===== config.mk =====
export PLATFORM = sky130hd
export DESIGN_NAME = sid_envelope
export DESIGN_NICKNAME = d
export VERILOG_FILES = /design/src/rtl/sid_pkg.sv /design/src/rtl/sid_env_rate.sv /design/src/rtl/sid_envelope.sv
export SDC_FILE = /design/constraint.sdc
export NUM_CORES = 1
export LEC_CHECK = 0
export CAP_MARGIN = 0
export CORE_MARGIN = 1
export CORE_UTILIZATION = 52
export DETAILED_ROUTE_END_ITERATION = 16
export GPL_TIMING_DRIVEN = 0
export MAX_ROUTING_LAYER = met4
export PLACE_DENSITY = 0.77
export SETUP_SLACK_MARGIN = 0.05
export SLEW_MARGIN = 30
export SYNTH_ARGS = -nofsm -noshare
export SYNTH_HDL_FRONTEND = slang
export SYNTH_SLANG_ARGS = --single-unit

===== constraint.sdc =====
create_clock -name clk -period 4.25 [get_ports clk]
set_input_delay 0.85 -clock clk [delete_from_list [all_inputs] [get_ports clk]]
set_output_delay 0.85 -clock clk [all_outputs]
set_load 0.02 [all_outputs]

===== src/rtl/sid_pkg.sv =====
// Shared state type, rate table and exponential-divider constants for the SID envelope.
package sid_pkg;

    typedef enum logic [1:0] {
        ST_ATTACK  = 2'd0,
        ST_DECAY   = 2'd1,
        ST_RELEASE = 2'd2
    } env_state_e;

    localparam int RATE_TAB_W = 15;

    // Tick count minus one between rate strobes, indexed by the 4-bit rate nibble.
    localparam logic [RATE_TAB_W-1:0] RATE_TABLE [16] = '{
        15'd8,    15'd31,   15'd62,   15'd94,
        15'd148,  15'd219,  15'd266,  15'd312,
        15'd391,  15'd976,  15'd1953, 15'd3125,
        15'd3906, 15'd11719, 15'd19531, 15'd31250
    };

    localparam logic [7:0] EXP_THR_P1  = 8'h5E;
    localparam logic [7:0] EXP_THR_P2  = 8'h37;
    localparam logic [7:0] EXP_THR_P4  = 8'h1B;
    localparam logic [7:0] EXP_THR_P8  = 8'h0F;
    localparam logic [7:0] EXP_THR_P16 = 8'h07;

    localparam logic [4:0] EXP_PER_1  = 5'd1;
    localparam logic [4:0] EXP_PER_2  = 5'd2;
    localparam logic [4:0] EXP_PER_4  = 5'd4;
    localparam logic [4:0] EXP_PER_8  = 5'd8;
    localparam logic [4:0] EXP_PER_16 = 5'd16;
    localparam logic [4:0] EXP_PER_30 = 5'd30;

    // Piecewise approximation of the exponential decay curve.
    function automatic logic [4:0] exp_period(input logic [7:0] env);
        if (env >= EXP_THR_P1)       return EXP_PER_1;
        else if (env >= EXP_THR_P2)  return EXP_PER_2;
        else if (env >= EXP_THR_P4)  return EXP_PER_4;
        else if (env >= EXP_THR_P8)  return EXP_PER_8;
        else if (env >= EXP_THR_P16) return EXP_PER_16;
        else                         return EXP_PER_30;
    endfunction

endpackage


===== src/rtl/sid_env_rate.sv =====
// Linear rate counter for the SID envelope; produces one strobe per selected rate period.
// Define SID_ENV_RATE_BUG_EN to reproduce the original equality-only compare (ADSR delay bug).
module sid_env_rate
    import sid_pkg::*;
#(
    parameter int RATE_W = 15
) (
    input  logic       clk,
    input  logic       rst,
    input  logic       tick_i,
    input  logic [3:0] rate_idx_i,
    output logic       rate_stb_o
);

    logic [RATE_W-1:0] cnt_q;
    logic [RATE_W-1:0] cnt_d;
    logic [RATE_W-1:0] target;
    logic              match;

    assign target = RATE_W'(RATE_TABLE[rate_idx_i]);

`ifdef SID_ENV_RATE_BUG_EN
    // A switch to a shorter rate lets the count overshoot and run the full wrap.
    assign match = (cnt_q == target);
`else
    assign match = (cnt_q >= target);
`endif

    always_comb begin
        cnt_d      = cnt_q;
        rate_stb_o = 1'b0;
        if (tick_i) begin
            if (match) begin
                cnt_d      = '0;
                rate_stb_o = 1'b1;
            end else begin
                cnt_d = cnt_q + RATE_W'(1);
            end
        end
    end

    always_ff @(posedge clk) begin
        if (rst) begin
            cnt_q <= '0;
        end else begin
            cnt_q <= cnt_d;
        end
    end

endmodule


===== src/rtl/sid_envelope.sv =====
// SID ADSR envelope generator: gate edge detect, state machine, exponential divider, level register.
// Rate-counter behaviour is selected by SID_ENV_RATE_BUG_EN (see sid_env_rate).
module sid_envelope
    import sid_pkg::*;
#(
    parameter int RATE_W = 15
) (
    input  logic       clk,
    input  logic       rst,
    input  logic       iTick,
    input  logic       iGate,
    input  logic [3:0] iAttack,
    input  logic [3:0] iDecay,
    input  logic [3:0] iSustain,
    input  logic [3:0] iRelease,
    output logic [7:0] oEnv,
    output logic [1:0] oState
);

    env_state_e state_q, state_d;
    logic [7:0] env_q, env_d;
    logic [4:0] div_q, div_d;
    logic       gprev_q;

    logic       rise;
    logic       fall;
    logic       rate_stb;
    logic       div_run;
    logic       exp_stb;
    logic [3:0] rate_idx;
    logic [7:0] sus_lvl;
    logic [4:0] div_inc;

    always_comb begin
        case (state_q)
            ST_ATTACK: rate_idx = iAttack;
            ST_DECAY:  rate_idx = iDecay;
            default:   rate_idx = iRelease;
        endcase
    end

    sid_env_rate #(
        .RATE_W(RATE_W)
    ) u_rate (
        .clk       (clk),
        .rst       (rst),
        .tick_i    (iTick),
        .rate_idx_i(rate_idx),
        .rate_stb_o(rate_stb)
    );

    assign rise    = iGate & ~gprev_q;
    assign fall    = ~iGate & gprev_q;
    assign sus_lvl = {iSustain, iSustain};
    assign div_inc = div_q + 5'd1;

    // Attack bypasses the divider; a finished release freezes it.
    assign div_run = rate_stb && (state_q != ST_ATTACK)
                     && !((state_q == ST_RELEASE) && (env_q == 8'h00));
    assign exp_stb = div_run && (div_inc >= exp_period(env_q));

    always_comb begin
        state_d = state_q;
        env_d   = env_q;
        div_d   = div_q;
        if (rise) begin
            state_d = ST_ATTACK;
            div_d   = '0;
        end else if (fall) begin
            state_d = ST_RELEASE;
        end else begin
            if (div_run) begin
                div_d = exp_stb ? 5'd0 : div_inc;
            end
            case (state_q)
                ST_ATTACK: begin
                    if (rate_stb) begin
                        if (env_q != 8'hFF) begin
                            env_d = env_q + 8'd1;
                        end
                        if (env_q >= 8'hFE) begin
                            state_d = ST_DECAY;
                        end
                    end
                end
                ST_DECAY: begin
                    // Levels at or below sustain hold; raising sustain never re-attacks.
                    if (exp_stb && (env_q > sus_lvl)) begin
                        env_d = env_q - 8'd1;
                    end
                end
                default: begin
                    if (exp_stb) begin
                        env_d = env_q - 8'd1;
                    end
                end
            endcase
        end
    end

    always_ff @(posedge clk) begin
        if (rst) begin
            state_q <= ST_RELEASE;
            env_q   <= 8'h00;
            div_q   <= 5'd0;
            gprev_q <= 1'b0;
        end else begin
            state_q <= state_d;
            env_q   <= env_d;
            div_q   <= div_d;
            gprev_q <= iGate;
        end
    end

    assign oEnv   = env_q;
    assign oState = state_q;

endmodule


; Yosys cells after proc, flatten, opt, wreduce, memory -nomap -nowiden
; Memory sizes are Yosys's and may differ from the RTL's.
; Cells that the tools add are included.
[op_classes]
n_addsub = 4
n_lt_le_gt_ge = 10
n_eq_ne = 6
muxes = 22
bitwise = 7
n_reduce_logical = 19
[op_table]
columns = cell, n
row1 = 15-bit two-way mux, 3
row2 = 8-bit two-way mux, 4
row3 = 5-bit two-way mux, 5
row4 = 8-bit one-hot mux with 2 select lines, 1
row5 = "15-bit by 1-bit adder with 15-bit output, second input constant", 1
row6 = 15-bit greater-or-equal comparator, 1
row7 = 3-bit nonzero test, 4
row8 = 2-bit two-way mux, 5
row9 = "8-bit by 1-bit adder with 8-bit output, second input constant", 1
row10 = "8-bit by 3-bit greater-or-equal comparator with 1-bit output, second input constant", 1
row11 = "8-bit by 4-bit greater-or-equal comparator with 1-bit output, second input constant", 1
row12 = "8-bit by 5-bit greater-or-equal comparator with 1-bit output, second input constant", 1
row13 = "8-bit by 6-bit greater-or-equal comparator with 1-bit output, second input constant", 1
row14 = "8-bit by 7-bit greater-or-equal comparator with 1-bit output, second input constant", 1
row15 = "8-bit greater-or-equal comparator, second input constant", 1
row16 = 8-bit > comparator, 1
row17 = 8-bit logical NOT, 1
row18 = "8-bit inequality test, second input constant", 1
row19 = 4-bit one-hot mux with 2 select lines, 1
row20 = "8-bit by 1-bit subtractor with 8-bit output, second input constant", 1
row21 = "2-bit inequality test, second input constant", 3
row22 = 3-bit AND reduction, 2
row23 = 6-bit AND reduction, 1
row24 = "5-bit by 1-bit adder with 5-bit output, second input constant", 1
row25 = 16 further kinds, 25
[word_totals]
regBits = 31
romBits = 240
inputBits = 20
output_inout_bits = 10
n_memories = 1
[memory_table]
columns = memory, words, width, read_ports, rd_clocked_by_memory_dff, wr, line_no
row1 = (name not given), 16, 15, 1, 0, 0, sid_env_rate.sv:20  ; assign target = RATE_W'(RATE_TABLE[rate_idx_i]);

; Longest topological paths before layout
; Gate-level depths: netlist (run 1).
[logic_depth]
depth_word = 15
mapped_depth = 17
ltp_nobuf = 15

; Hierarchy
; From an unflattened synthesis (run 1), not the netlist that was laid out.
[hier_totals]
hier_cells = 372
hier_area_um2 = 3109.2
[by_module_without_submodules]
columns = mod, n_inst, cells_per_inst, area_per_inst_um2, seq_area_each_um2
row1 = sid_envelope, 1, 198, 1661.6, 320.3
row2 = sid_env_rate, 1, 174, 1447.6, 300.3

; Least setup slack after synthesis (run 1)
; No wires, ideal clock.
[synth_timing]
kind = input-to-reg
from = in iDecay[0]
to = reg env_q[2], in the netlist oEnv[2]
t_arrival_ns = 3.989
required_time_ns = 4.123
slack_ns = 0.134
path_stages = 15
n_path_buf = 0
path_cell_list = mux2i_1 nor2_1 a21oi_1 inv_1 ha_1 nor2_1 a21oi_1 mux2_2 ha_1 nand3_1 nor3_1 o31a_2 o31ai_1 nor3_1 or3_1
[synth_between]
elab_chain_cells = 14
elab_cells_between_ends = 16
[synth_lines]
columns = item, line_no
row1 = "start, declared", sid_envelope.sv:13  ; input logic [3:0] iDecay,
row2 = 4-bit one-hot mux with 2 select lines (*), sid_envelope.sv:35  ; case (state_q)
row3 = 4-bit NOT with 5-bit output (implied by the code) (*), sid_env_rate.sv:20
row4 = memory read 16 x 15 bit (*), n/a
row5 = 15-bit two-way mux (implied by the code) (*) (2 in series), sid_env_rate.sv:20
row6 = 15-bit greater-or-equal comparator (*), sid_env_rate.sv:26  ; assign match = (cnt_q >= target);
row7 = 1-bit two-way mux (*), sid_env_rate.sv:33  ; if (match) begin
row8 = 1-bit two-way mux (*), sid_env_rate.sv:32  ; if (tick_i) begin
row9 = 1-bit logical AND, sid_envelope.sv:58  ; assign div_run = rate_stb && (state_q != ST_ATTACK)
row10 = 1-bit logical AND, sid_envelope.sv:59  ; && !((state_q == ST_RELEASE) && (env_q == 8'h00));
row11 = 1-bit logical AND, sid_envelope.sv:60  ; assign exp_stb = div_run && (div_inc >= exp_period(env_q));
row12 = 1-bit logical AND, sid_envelope.sv:88  ; if (exp_stb && (env_q > sus_lvl)) begin
row13 = 2-bit inequality test (no source line), n/a
row14 = 6-bit AND reduction (no source line) (*), n/a
row15 = "end signal, assigned", sid_envelope.sv:109  ; env_q <= env_d;
row16 = "end, declared", sid_envelope.sv:21  ; logic [7:0] env_q, env_d;
; Every way passes the cells marked *; elsewhere a longest branch is shown, timed or not. The select of a mux whose other input is x is not followed.
; A chain may end at the register's enable or synchronous reset.

; Worst setup path after layout (run 1)
[layout_timing]
from = in iDecay[0]
to = reg env_q[3], in the netlist oEnv[3]
; Same word-level chain as after synthesis.

==> run_results.csv, run 1 <==
group,metric,value,unit
floorplanning,initial_core_util,55.49,%
synthesis,synth.net_count,446,
synthesis,synth_ff_type,"dfxtp_1",
detailed_routing,wl_per_cell,15.61,um
synthesis,synth_cell_types,53,
synthesis,postSynth.asyncResetShare,0,%
critical_path,critical_path_buf_inv_count,5,
critical_path,crit_path_end_kind,"register",
global_route,busiest_layer,"met2",
timing,setup_tns,0,ns
floorplanning,rows,26,
critical_path,path_cells,"clkdlybuf4s50_1, mux2i_1, nor2_1, a21oi_2, buf_4, buf_4, ha_2, mux2i_1, o21ai_0, ha_1, nand4_1, nor3_2, o31a_2, o31ai_4, buf_6, buf_4, or4_1, a21oi_2",
critical_path,start_kind,"input pin",
floorplanning,die_x,76.76,um
timing,fmax,246.1,MHz
timing,fin_skew,0.004482,ns
pwr,powerDensity,230.3,nW/um^2
synthesis,seq_area_frac_synth,21.35,%
global_route,grt_pass1_wl,12300,um
placed_design,placed_cells,481,
critical_path,setup.worst_path.start,"iDecay[0]",
final_layout,layout_commonest_cell,"nand2_1",
critical_path,r2r_start,"oState[1]$_SDFFE_PP1P_",
synthesis,synth_enable_flop_cells,0,
synthesis,synthCells,383,
floorplanning,ios,30,
placed_design,hpwl,5457,um
global_route,grt_max_degree,13,
critical_path,cpMostUsedCell,"buf_4",
clocking,clk_latency,0.29,ns
timing,setup_viol,0,
critical_path,cp_slowest_cell,"or4_1",
clocking,root_buffer,"clkbuf_8",
global_route,antenna_found_initial,0,
final_layout,final_cell_mix,"50 x nand2_1, 43 x nor2_1, 40 x ha_1",
clocking,cts_hold_buf,0,
timing,rsz0062_at_grt,"true",
detailed_routing,routed_wl,7852,um
global_route,grt_pass1_vias,2696,
pwr,pwr-share-seq,35.9,%
global_route,use_met1,34.63,%
final_layout,num_antenna_cells,0,
final_layout,stdcell_area,3621,um^2
critical_path,reg2reg_slack,0.29,ns
critical_path,path_delay_family,"buffers and inverters",
critical_path,rr_endpoint,"oEnv[3]$_SDFFE_PP0P_",
synthesis,yosys_warnings,0,
timing,finalCritPeriodShare,95.62,%
synthesis,synth_area,2907,um^2
pwr,pwr-share-comb,27.9,%
status,status,"complete, no violations",
critical_path,required,4.47,ns
detailed_routing,drc,0,
global_route,grt_overflow,0,
pwr,p_int,568.9,uW
global_route,use_met2,40.36,%
critical_path,crit_cells,18,
final_layout,nets,495,
placed_design,placed_area,3279,um^2
critical_path,critPathCapture,"oEnv[3]$_SDFFE_PP0P_",
pwr,total_power,833.8,uW
pwr,p_switching,264.9,uW
placed_design,io_buffers,28,
detailed_routing,via_count,3069,
floorplanning,die_area,5892,um^2
detailed_routing,viasPerCell,6.101,
detailed_routing,ant_nets,0,
timing,worstMarginPinSlew,0.6661,ns
critical_path,criticalPathCategory,"input pin to register",
detailed_routing,drt_iter0_drc,286,
run,cap_violations,0,
timing,min_period,4.064,ns
detailed_routing,firstDrtPassIters,5,
floorplanning,die_h,76.76,um
pwr,vdd_ir_drop_max,0.0001310,V
synthesis,synth.avg_cell_area,7.589,um^2
floorplanning,core,5238,um^2
critical_path,reg2regPathDepth,17,
clocking,htree_levels,2,
critical_path,cpPeakStageDelay,0.51,ns
global_route,grt_use_met3,4.762,%
final_layout,drive_gt1_share,14.32,%
clocking,cts.sinks,31,
timing,slew_violations,0,
min_path,hp-class,"register to register",
timing,hold_viol,0,
timing,maxSlewHeadroom,55.25,%
pwr,swShare,31.77,%
clocking,cts_buffers,5,
clocking,cts_buffer_depth,2,
final_layout,final_cell_count_no_fill,503,
pwr,p_clk_share,36.2,%
clocking,clkTransAtPathRegs,0.07,ns
pwr,leakage,1.514,nW
placed_design,gp_congestion,0.8817,
final_layout,area_growth,24.58,%
synthesis,ys_ff_latch,31,
global_route,grt.total_usage,26.29,%
timing,holdWs,0.4750,ns
critical_path,arrival,4.29,ns
clocking,cts_tree,"yes",
critical_path,critPathMaxFanout,8,
## sequential cells by signal, indices dropped and copies added (netlist names)
signal        count
div_q             5
gprev_q           1
oEnv              8
oState            2
u_rate.cnt_q     15
## cells in the mapped netlist (all sizes together) (8+ instances only)
cell type | count | area, um^2
clkbuf | 9 | 53.81
nand2 | 52 | 195.2
mux2i | 9 | 90.09
a21oi | 23 | 115.1
nor4 | 9 | 71.32
xnor2 | 13 | 113.9
o21ai | 19 | 95.09
nor3 | 10 | 50.05
nand4 | 9 | 56.30
ha | 43 | 538.0
dfxtp | 31 | 620.6
inv | 16 | 60.06
a31oi | 8 | 50.05
nor2 | 44 | 165.2
nand3 | 18 | 90.09
## worst reg2reg max path: stages (launching register included)
cell     delay [ns]
dfxtp_1        0.44
buf_1          0.49
nand2_1        0.19
o21ai_4        0.15
buf_4          0.17
ha_4           0.20
nor2_2         0.12
a21oi_1        0.05
mux2_2         0.28
ha_1           0.27
nand3_1        0.07
nor3_2         0.20
o31a_2         0.25
o31ai_4        0.07
buf_6          0.16
buf_4          0.13
or4_1          0.51
a21oi_2        0.15
## kinds of logic after synthesis
family	after synthesis	synth area share, %
buffers and inverters	28	4.606
DFF	31	21.35
xor gates and xnor gates	19	5.725
muxes	10	3.487
and+or+nand+nor	171	28.50
adders and majority gates	43	18.51
AOI/OAI and AO/OA	81	17.82
## final cells by class
| class | count | area [um^2] |
|---|---|---|
| sequential | 31 | 620.6 |
| inverter | 16 | 60.06 |
| timing repair buffer | 42 | 414.1 |
| buffer | 12 | 76.32 |
| multi-input combinational | 324 | 2250 |
| clock buffer | 5 | 68.82 |
| fill | 439 | 1617 |
| tap | 70 | 87.58 |
| clock inverter | 3 | 43.79 |
## metrics by stage
step / utilization, % / setup slack [ns]
after global routing: 69.14 / 0.02686
after floorplan: - / 0.1344
after detailed placement: 62.61 / -0.7187
after global placement: 62.52 / -0.9260
final: 69.14 / 0.1860
after CTS: 65.53 / 0.08655
## metal layers
| metal | vias up | routed length (um) |
|---|---|---|
| li1 | 1492 | - |
| met3 | 25 | 597 |
| met5 | - | 0 |
| met1 | 1424 | 3519 |
| met4 | 0 | 133 |
| met2 | 128 | 3601 |
## worst min-delay path by stage
stage          slack [ns]  cells past startpoint                  start                    end
2_1_floorplan        0.45                      2  div_q[4]$_SDFFE_PP0P_  div_q[4]$_SDFFE_PP0P_
3_3_place_gp         0.46                      2  div_q[4]$_SDFFE_PP0P_  div_q[4]$_SDFFE_PP0P_
3_5_place_dp         0.47                      2  div_q[4]$_SDFFE_PP0P_  div_q[4]$_SDFFE_PP0P_
4_1_cts              0.48                      2  div_q[4]$_SDFFE_PP0P_  div_q[4]$_SDFFE_PP0P_
5_1_grt              0.52                      2  div_q[4]$_SDFFE_PP0P_  div_q[4]$_SDFFE_PP0P_
6_report             0.47                      2  div_q[4]$_SDFFE_PP0P_  div_q[4]$_SDFFE_PP0P_
## timing repair
action	CTS	global route
resized for setup	6	22
buffers inserted	1	13
hold endpoints to repair	0	0
pin swaps	0	12
setup endpoints to repair	30	23
## power by group through the flow
stage               clock [mW]  sequential [mW]  combinational, mW
global placement             0            0.306              0.184
floorplan                    0            0.306              0.136
CTS                      0.303            0.299              0.199
finish                   0.302            0.300              0.232
global route             0.314            0.300              0.255
detailed placement           0            0.306              0.190
(Power assumes the default switching activity.)
==> inputs of run 2 (changes only) <==
--- a/config.mk
+++ b/config.mk
@@ -6,7 +6,6 @@
 export NUM_CORES = 1
 export LEC_CHECK = 0
 export CAP_MARGIN = 0
-export CORE_MARGIN = 1
 export CORE_UTILIZATION = 52
 export DETAILED_ROUTE_END_ITERATION = 16
 export GPL_TIMING_DRIVEN = 0
==> results of run 2 <==
No change in the layout: final DEF, timing and power equal those of run 1.
